File: config.mk
export PLATFORM = sky130hd
export DESIGN_NAME = reno_timeout_backoff_engine
export DESIGN_NICKNAME = d
export VERILOG_FILES = /design/src/rtl/reno_timeout_backoff_engine.sv
export SDC_FILE = /design/constraint.sdc
export NUM_CORES = 1
export LEC_CHECK = 0
export BUFFER_PORTS_ARGS = -buffer_cell sky130_fd_sc_hd__buf_4
export CAP_MARGIN = 20
export CORE_ASPECT_RATIO = 1.25
export CORE_UTILIZATION = 40
export DETAILED_ROUTE_END_ITERATION = 8
export PLACE_DENSITY = 0.74
export SLEW_MARGIN = 40
export SYNTH_ARGS = -nofsm -noshare
export SYNTH_HDL_FRONTEND = slang
export SYNTH_SLANG_ARGS = --single-unit
File: constraint.sdc
create_clock -name clk -period 3.79 [get_ports clk]
set_clock_uncertainty 0.15 [all_clocks]
set_input_delay 0.379 -clock clk [delete_from_list [all_inputs] [get_ports clk]]
set_output_delay 0.379 -clock clk [all_outputs]
set_load 0.005 [all_outputs]
File: src/rtl/reno_timeout_backoff_engine.sv
// Per-flow Reno retransmission-timeout engine: one timeout event per transaction in, collapsed
// cwnd/ssthresh, retransmit range and exponentially backed-off RTO out; ack progress clears backoff.
module reno_timeout_backoff_engine #(
    parameter int unsigned FLOW_ID_W    = 4,
    parameter int unsigned SEQ_W        = 32,
    parameter int unsigned WIN_W        = 9,
    parameter int unsigned TIMER_W      = 16,
    parameter int unsigned MAX_BACKOFF  = 6,
    parameter int unsigned RTX_MODE     = 0,
    parameter int unsigned MIN_SSTHRESH = 2
) (
    input  logic                 clk,
    input  logic                 rst,
    input  logic                 in_valid,
    output logic                 in_ready,
    input  logic [FLOW_ID_W-1:0] in_flow_id,
    input  logic [SEQ_W-1:0]     in_wnd_start,
    input  logic [SEQ_W-1:0]     in_next_new,
    input  logic [WIN_W-1:0]     in_wnd_size,
    input  logic [TIMER_W-1:0]   in_rtx_timer,
    input  logic                 ack_adv_valid,
    input  logic [FLOW_ID_W-1:0] ack_adv_flow_id,
    output logic                 out_valid,
    input  logic                 out_ready,
    output logic [FLOW_ID_W-1:0] out_flow_id,
    output logic                 out_mark_rtx,
    output logic [SEQ_W-1:0]     out_rtx_start,
    output logic [SEQ_W-1:0]     out_rtx_end,
    output logic [WIN_W-1:0]     out_wnd_size,
    output logic [WIN_W-1:0]     out_ss_thresh,
    output logic [TIMER_W-1:0]   out_rtx_timer,
    output logic [3:0]           out_backoff
);

    localparam int unsigned DEPTH = 1 << FLOW_ID_W;
    localparam int unsigned BO_W  = 4;
    localparam int unsigned SHW   = TIMER_W + 15;

    typedef enum logic [1:0] {IDLE, CALC, HOLD} state_t;

    state_t               state_q;
    logic                 in_ready_q;
    logic [FLOW_ID_W-1:0] flow_q;
    logic [SEQ_W-1:0]     wnd_start_q;
    logic [SEQ_W-1:0]     next_new_q;
    logic [WIN_W-1:0]     wnd_size_q;
    logic [TIMER_W-1:0]   rtx_timer_q;
    logic [BO_W-1:0]      table_q [DEPTH];

    logic                 out_valid_q;
    logic [FLOW_ID_W-1:0] out_flow_q;
    logic                 out_mark_q;
    logic [SEQ_W-1:0]     out_start_q;
    logic [SEQ_W-1:0]     out_end_q;
    logic [WIN_W-1:0]     out_wnd_q;
    logic [WIN_W-1:0]     out_ssth_q;
    logic [TIMER_W-1:0]   out_rto_q;
    logic [BO_W-1:0]      out_bo_q;

    logic [BO_W-1:0]      bo_cur;
    logic [BO_W-1:0]      bo_d;
    logic [SHW-1:0]       rto_wide;
    logic [TIMER_W-1:0]   rto_d;
    logic [WIN_W-1:0]     half_wnd;
    logic [WIN_W-1:0]     ssth_d;
    logic                 empty_rng;
    logic [SEQ_W-1:0]     rtx_end_d;

    // Result datapath, evaluated on the captured event while in CALC.
    always_comb begin
        bo_cur    = table_q[flow_q];
        bo_d      = (bo_cur >= BO_W'(MAX_BACKOFF)) ? BO_W'(MAX_BACKOFF) : bo_cur + BO_W'(1);
        rto_wide  = SHW'(rtx_timer_q) << bo_d;
        rto_d     = (rto_wide[SHW-1:TIMER_W] != '0) ? '1 : rto_wide[TIMER_W-1:0];
        half_wnd  = wnd_size_q >> 1;
        ssth_d    = (half_wnd < WIN_W'(MIN_SSTHRESH)) ? WIN_W'(MIN_SSTHRESH) : half_wnd;
        empty_rng = (next_new_q == wnd_start_q);
        rtx_end_d = next_new_q;
        if (empty_rng) begin
            rtx_end_d = wnd_start_q;
        end else if (RTX_MODE == 0) begin
            rtx_end_d = wnd_start_q + SEQ_W'(1);
        end
    end

    // Control FSM, backoff table and registered outputs. A CALC write is ordered after the
    // ack clear so it wins when both hit the same flow in one cycle.
    always_ff @(posedge clk) begin
        if (rst) begin
            state_q     <= IDLE;
            in_ready_q  <= 1'b0;
            flow_q      <= '0;
            wnd_start_q <= '0;
            next_new_q  <= '0;
            wnd_size_q  <= '0;
            rtx_timer_q <= '0;
            out_valid_q <= 1'b0;
            out_flow_q  <= '0;
            out_mark_q  <= 1'b0;
            out_start_q <= '0;
            out_end_q   <= '0;
            out_wnd_q   <= '0;
            out_ssth_q  <= '0;
            out_rto_q   <= '0;
            out_bo_q    <= '0;
            for (int i = 0; i < int'(DEPTH); i++) begin
                table_q[i] <= '0;
            end
        end else begin
            if (ack_adv_valid) begin
                table_q[ack_adv_flow_id] <= '0;
            end
            case (state_q)
                IDLE: begin
                    in_ready_q <= 1'b1;
                    if (in_valid && in_ready_q) begin
                        flow_q      <= in_flow_id;
                        wnd_start_q <= in_wnd_start;
                        next_new_q  <= in_next_new;
                        wnd_size_q  <= in_wnd_size;
                        rtx_timer_q <= in_rtx_timer;
                        in_ready_q  <= 1'b0;
                        state_q     <= CALC;
                    end
                end
                CALC: begin
                    table_q[flow_q] <= bo_d;
                    out_valid_q     <= 1'b1;
                    out_flow_q      <= flow_q;
                    out_mark_q      <= ~empty_rng;
                    out_start_q     <= wnd_start_q;
                    out_end_q       <= rtx_end_d;
                    out_wnd_q       <= WIN_W'(1);
                    out_ssth_q      <= ssth_d;
                    out_rto_q       <= rto_d;
                    out_bo_q        <= bo_d;
                    state_q         <= HOLD;
                end
                HOLD: begin
                    if (out_ready) begin
                        out_valid_q <= 1'b0;
                        in_ready_q  <= 1'b1;
                        state_q     <= IDLE;
                    end
                end
                default: begin
                    state_q <= IDLE;
                end
            endcase
        end
    end

    assign in_ready      = in_ready_q;
    assign out_valid     = out_valid_q;
    assign out_flow_id   = out_flow_q;
    assign out_mark_rtx  = out_mark_q;
    assign out_rtx_start = out_start_q;
    assign out_rtx_end   = out_end_q;
    assign out_wnd_size  = out_wnd_q;
    assign out_ss_thresh = out_ssth_q;
    assign out_rtx_timer = out_rto_q;
    assign out_backoff   = out_bo_q;

endmodule

==> results_dict.tcl, run 1 <==
set metrics [dict create \
    leakage_power_of_the_design_nw 6.19 \
    worst_ep_arrival_time_ns 4.03 \
    hp-class "in -> reg" \
    port_buffers 200 \
    routedWlPerCell_um 17.5 \
    grt_usage_pct 22.9 \
    ctsLongestPathBuffers 3 \
    worstPathCellList "mux2_4 -> mux4_2 -> nor2_2 -> a21oi_2 -> ha_2 -> or2_4 -> o32a_1 -> a211oi_4 -> buf_6 -> mux2i_2 -> o32a_4 -> nor3_4 -> buf_12 -> a2111oi_4" \
    max_cap_viols 0 \
    clock_sinks 262 \
    worst_slew_margin_rel_pct 46.6 \
    setup_crit_start_kind "register" \
    initial_core_util_pct 40.7 \
    critPathKind "reg -> reg" \
    syn_area_per_cell_um2 8.78 \
    report.final.setup_viol 0 \
    maximum_number_of_pins_on_one_net_before_global_route_repair 132 \
    ys.flop_type "dfxtp_1" \
    drt_first_pass_iters 5 \
    seq_area_um2 5890 \
    pwr_density_cell_nw_per_um2 445 \
    remaining_drc_errors 0 \
    drive_gt1_share_pct 21.6 \
    wirelength_um 34800 \
    rsz0062_at_grt "true" \
    detailed_route_via_count 10500 \
    gp_routability_congestion 0.866 \
    ys_types 69 \
    max_slew.worst_pin.slew_ns 0.801 \
    cp_max_fo 6 \
    placement_rows 69 \
    setup_total_negative_slack_ns 0 \
    globalRoute.totalOverflow 0 \
    number_of_synthesized_register_bits 262 \
    post_layout_nonfiller_instances 1983 \
    slowest_delay_ns 0.52 \
    synth_cells 1315 \
    cts_buffers 27 \
    cts-htree-levels 1 \
    nNetsFinal 1711 \
    synthMostInstantiatedCell "nand2_1" \
    cp.buffers_inverters 2 \
    critPathSlowestCell "mux4_2" \
    dp_worst_setup_slack_ns -0.140 \
    fmaxAchievable_ghz 0.268 \
    synth_enable_flop_cells 64 \
    post-route-worst-setup-slack_ns 0.0562 \
    drt-vias-per-instance 5.29 \
    cts_tree "yes" \
    setup.reg_to_reg.worst_slack_ns 0.06 \
    max_rail_drop_vdd_mv 0.392 \
    synth_sequential_area_ratio_pct 51.0 \
    end_kind "register" \
    placed_cells 1836 \
    critPathRequiredTime_ns 4.09 \
    dieWidth_um 154 \
    hpwlAfterDp_um 23500 \
    clk_pin_slew_ns 0.06 \
    first_pass_grt_wire_length_um 53400 \
    asyncSetResetFlopFracSynth_pct 0 \
    grt_antenna_before_repair 1 \
    first_global_vias 10000 \
    mappedNetlistArea_um2 11500 \
    multiInputGateArea_um2 5420 \
    postLayoutCellArea_um2 15600 \
    finalHoldWorstSlack_ns 0.00620 \
    hold_viol 0 \
    drtIter0Drc 625 \
    run_status "finished, final reports clean" \
    dpl-instance-area_um2 13600 \
    finalCoreUtilization_pct 55.1 \
    area.growth.synth_to_final_pct 35.4 \
    period_needed_ns 3.73 \
    post_synth_main_area_contributors "dfxtp_1 (34%), edfxtp_1 (17%), nand2_1 (11%)" \
    yosysTopAreaCellShare_pct 34.3 \
    fp.dieArea_um2 29600 \
    synth_top_cell_by_area "dfxtp_1" \
    chipHeight_um 192 \
    final.period_utilization_pct 98.5 \
    path_delay_family "compound AO/OA/AOI/OAI gates" \
    ios 211 \
    pins_over_slew_limit 0 \
    cts.root.buffer_cell "clkbuf_16" \
    n_fill_cell 2412 \
    totalPowerFinal_mw 6.95 \
    synthesis.yosys.warnings 0 \
    core_um2 28400 \
    insertion_delay_ns 0.55 \
    netlist_top_cells_count "nand2_1 (342), dfxtp_1 (198), a21oi_1 (154)" \
    route.antenna.remaining_nets 0 \
]
-- placed cells by master (no fill, tap or decap), types with 9 or more instances in the layout --
cell           count
nand2_1          342
buf_4            247
dfxtp_1          197
a21oi_1          153
nor2_1           112
dlygate4sd3_1     91
edfxtp_1          64
xor2_1            48
a211oi_1          35
nand3_1           30
clkbuf_16         29
conb_1            25
inv_1             14
mux2i_1           14
mux4_2            12
and3_1            11
xnor2_1           11
nor4_1            10
o21bai_1          10
or3_1              9
-- cell type report --
class / instances / share of cell area [%]
antenna: 1 / 0.0160
multi-input combinational: 954 / 34.7
inverter: 14 / 0.336
timing repair buffer: 347 / 18.6
clock buffer: 43 / 5.43
tap: 355 / 2.84
sequential: 262 / 37.7
clock inverter: 7 / 0.432
-- metal layers --
metal | routed length (µm) | global-route usage, % | vias to the layer above
li1 | - | - | 5075
met1 | 13400 | 26.1 | 4986
met2 | 18100 | 42.2 | 348
met3 | 1760 | 3.00 | 88
met4 | 1480 | 11.1 | 0
met5 | 0 | 0 | -
-- final timing paths --
| kind | from | to | depth (start not counted) |
|---|---|---|---|
| hold reg to reg | out_rtx_start[26]$_SDFFE_PP0P_ | out_rtx_start[26]$_SDFFE_PP0P_ | 2 |
| setup / recovery | register | out_rtx_timer[13]$_SDFFE_PP0P_ | 14 |
| setup reg to reg | register | out_rtx_timer[13]$_SDFFE_PP0P_ | 14 |
| hold / removal | in_next_new[31] | next_new_q[31]$_SDFFE_PP0P_ | 3 |
-- worst min-delay path, delay by kind of cell --
kind	cells	cell delay, ns
AO/OA/AOI/OAI	1	0.07
AND/OR/NAND/NOR	1	0.08
buffers and inverters	1	0.11
-- report_power, final --
part	total [mW]	switching, mW	internal (mW)
logic	1.16	0.616	0.546
clock network	2.69	1.09	1.60
registers	3.10	0.110	2.99
total	6.95	1.82	5.14
-- sequential cells by signal (all words and copies together) (netlist names), named ones only --
| register | cells |
|---|---|
| rtx_timer_q | 16 |
| out_rtx_start | 32 |
| out_mark_rtx | 1 |
| out_wnd_size | 1 |
| table_q | 64 |
| out_rtx_timer | 16 |
| out_valid | 1 |
| out_flow_id | 4 |
| flow_q | 4 |
| wnd_start_q | 32 |
| out_ss_thresh | 8 |
| next_new_q | 32 |
| out_backoff | 4 |
| state_q | 2 |
| out_rtx_end | 32 |
| in_ready | 1 |
| wnd_size_q | 8 |
-- what timing repair did --
item / CTS / global route
gates resized for setup: 7 / 25
endpoints found under the hold margin: 94 / 0
pin swaps: 4 / 8
setup endpoints to repair: 16 / 16
buffers inserted: 0 / 4
gates cloned: 0 / 1
hold buffers: 91 / 0
-- kinds of logic (layout without fill, tap and decap cells) --
| group | after synthesis | in the layout | synth area share [%] |
|---|---|---|---|
| xor gates and xnor gates | 59 | 59 | 4.47 |
| buffers and inverters | 123 | 411 | 4.55 |
| muxes | 32 | 32 | 4.13 |
| adders and majority gates | 3 | 3 | 0.325 |
| AOI/OAI and AO/OA | 262 | 262 | 14.2 |
| and+or+nand+nor | 573 | 573 | 21.3 |
| other | 1 | 26 | 0.0325 |
| DFF | 262 | 262 | 51.0 |
No activity file was read; power rests on OpenSTA's default activity.
==> run 2: changes to the inputs <==
Settings changed: PLACE_DENSITY 0.74 to 0.72.
Clock period 3.79 ns to 4.8 ns, I/O delays scaled along.
==> run 2 against run 1 <==
Sequential share of layout area up 3.5 points. Cell count down 6.3%. Flip-flop and latch count unchanged. Routed wire length down 6.4%. Sequential power down 21%. Register-to-register slack better by 0.53 ns. Maximum frequency down 11%. Non-clock buffer count down 124. Via count down 6.2%. Core utilization down 4.7 points. Hold slack better by 0.031 ns. Global-route usage down 1.2 points. Largest cell class unchanged.
==> results_dict.tcl, run 2 (synthesis results as in run 1) <==
set metrics [dict create \
    fmaxAchievable_ghz 0.237 \
    multiInputGateArea_um2 5290 \
    dieWidth_um 154 \
    nNetsFinal 1587 \
    rsz0062_at_grt "false" \
    critPathKind "reg -> reg" \
    drive_gt1_share_pct 20.2 \
    ctsLongestPathBuffers 3 \
    clk_pin_slew_ns 0.06 \
    final.period_utilization_pct 87.9 \
    grt_usage_pct 21.7 \
    area.growth.synth_to_final_pct 23.9 \
    grt_antenna_before_repair 0 \
    route.antenna.remaining_nets 0 \
    setup_crit_start_kind "register" \
    number_of_flip_flops_in_the_largest_register 64 \
    hpwlAfterDp_um 22600 \
    holdBufCountCts 0 \
    hold_viol 0 \
    max_cap_viols 0 \
    cts-htree-levels 1 \
    period_needed_ns 4.22 \
    detailed_route_via_count 9850 \
    port_buffers 200 \
    post_cts_resized 0 \
    dpl-instance-area_um2 13400 \
    ios 211 \
    report.final.setup_viol 0 \
    fp.dieArea_um2 29600 \
    n_fill_cell 2679 \
    max_slew.worst_pin.slew_ns 0.938 \
    remaining_drc_errors 0 \
    pwr_density_cell_nw_per_um2 372 \
    routedWlPerCell_um 17.5 \
    clock_sinks 262 \
    critPathRequiredTime_ns 5.04 \
    setup_total_negative_slack_ns 0 \
    maximum_number_of_pins_on_one_net_before_global_route_repair 135 \
    leakage_power_of_the_design_nw 5.60 \
    commonest_non_fill_non_tap_cell_in_the_layout "nand2_1" \
    postLayoutCellArea_um2 14300 \
    wirelength_um 32500 \
    hp-class "in -> reg" \
    drtIter0Drc 605 \
    cts_tree "yes" \
    cts.root.buffer_cell "clkbuf_16" \
    insertion_delay_ns 0.54 \
    first_global_vias 9158 \
    pins_over_slew_limit 0 \
    largest_register "table_q" \
    max_rail_drop_vdd_mv 0.225 \
    placement_rows 69 \
    antenna_cells_inserted 0 \
    drt-vias-per-instance 5.30 \
    chipHeight_um 192 \
    initial_core_util_pct 40.7 \
    globalRoute.totalOverflow 0 \
    run_status "finished, final reports clean" \
    placed_cells 1808 \
    most-common-layout-cells "nand2_1 (342), buf_4 (219), dfxtp_1 (198)" \
    drt_first_pass_iters 5 \
    first_pass_grt_wire_length_um 50500 \
    seq_area_um2 5890 \
    worst_slew_margin_rel_pct 36.9 \
    cts_buffers 27 \
    cp_max_fo 9 \
    cts_post_setup_buffers_inserted 0 \
    worst_ep_arrival_time_ns 4.45 \
    post_layout_nonfiller_instances 1858 \
    end_kind "register" \
    core_um2 28400 \
    gp_routability_congestion 0.887 \
]
## run 2: changes by cell type in the layout (fill, tap and decap cells not counted), sizes merged
cell | before | now
buf | 255 | 223
clkbuf | 43 | 44
clkdlybuf4s15 | 1 | 0
clkinv | 5 | 3
diode | 1 | 0
dlygate4sd3 | 91 | 0
inv | 15 | 16
## run 2: final cells by class
class	count	area share [%]
flip-flops and latches	262	41.1
multi-input cells	954	36.9
well taps	355	3.10
repair buffers	223	12.0
clock inverters	6	0.420
inverters	14	0.367
clock buffers	44	6.09
## run 2: critical path: stages (launching register included)
cell and delay [ns]:
dfxtp_1 0.51, mux2_2 0.38, mux4_2 0.49, nor2_1 0.10, a21oi_1 0.07, ha_1 0.20, or2_2 0.31, o32a_1 0.23
a211oi_4 0.47, a32o_1 0.47, a21boi_0 0.45, o2bb2ai_1 0.16, nor3_1 0.05
## run 2: path summary, 6_finish.rpt
| kind | startpoint | end | slack (ns) | cells after the start |
|---|---|---|---|---|
| setup reg to reg | register | out_rtx_timer[3]$_SDFFE_PP0P_ | 0.58 | 12 |
| setup / recovery | register | out_rtx_timer[3]$_SDFFE_PP0P_ | 0.58 | 12 |
| hold / removal | in_next_new[30] | next_new_q[30]$_SDFFE_PP0P_ | 0.04 | 3 |
| hold reg to reg | out_ss_thresh[2]$_SDFFE_PP0P_ | out_ss_thresh[2]$_SDFFE_PP0P_ | 0.30 | 2 |
## run 2: metal layers
metal,up-vias,GRT usage (%),wire (µm)
met5,-,0,0
met3,75,3.52,1930
met2,311,38.8,16500
li1,4822,-,-
met4,0,9.19,1240
met1,4642,25.7,12800
## run 2: metrics by stage
step                setup slack [ns]  utilization, %  hold slack (ns)  total power [mW]
floorplan                      0.892               -            0.286              2.93
global placement               0.633            47.0            0.292              3.21
detailed placement             0.609            47.1            0.298              3.22
CTS                            0.620            50.4           0.0209              5.37
global route                   0.367            50.4           0.0247              5.54
finish                         0.582            50.4           0.0376              5.33
## run 2: power breakdown
part	switching [mW]	internal, mW	leakage, nW
combinational	0.420	0.303	2.87
clock	0.862	1.29	0.468
sequential	0.0932	2.36	2.26
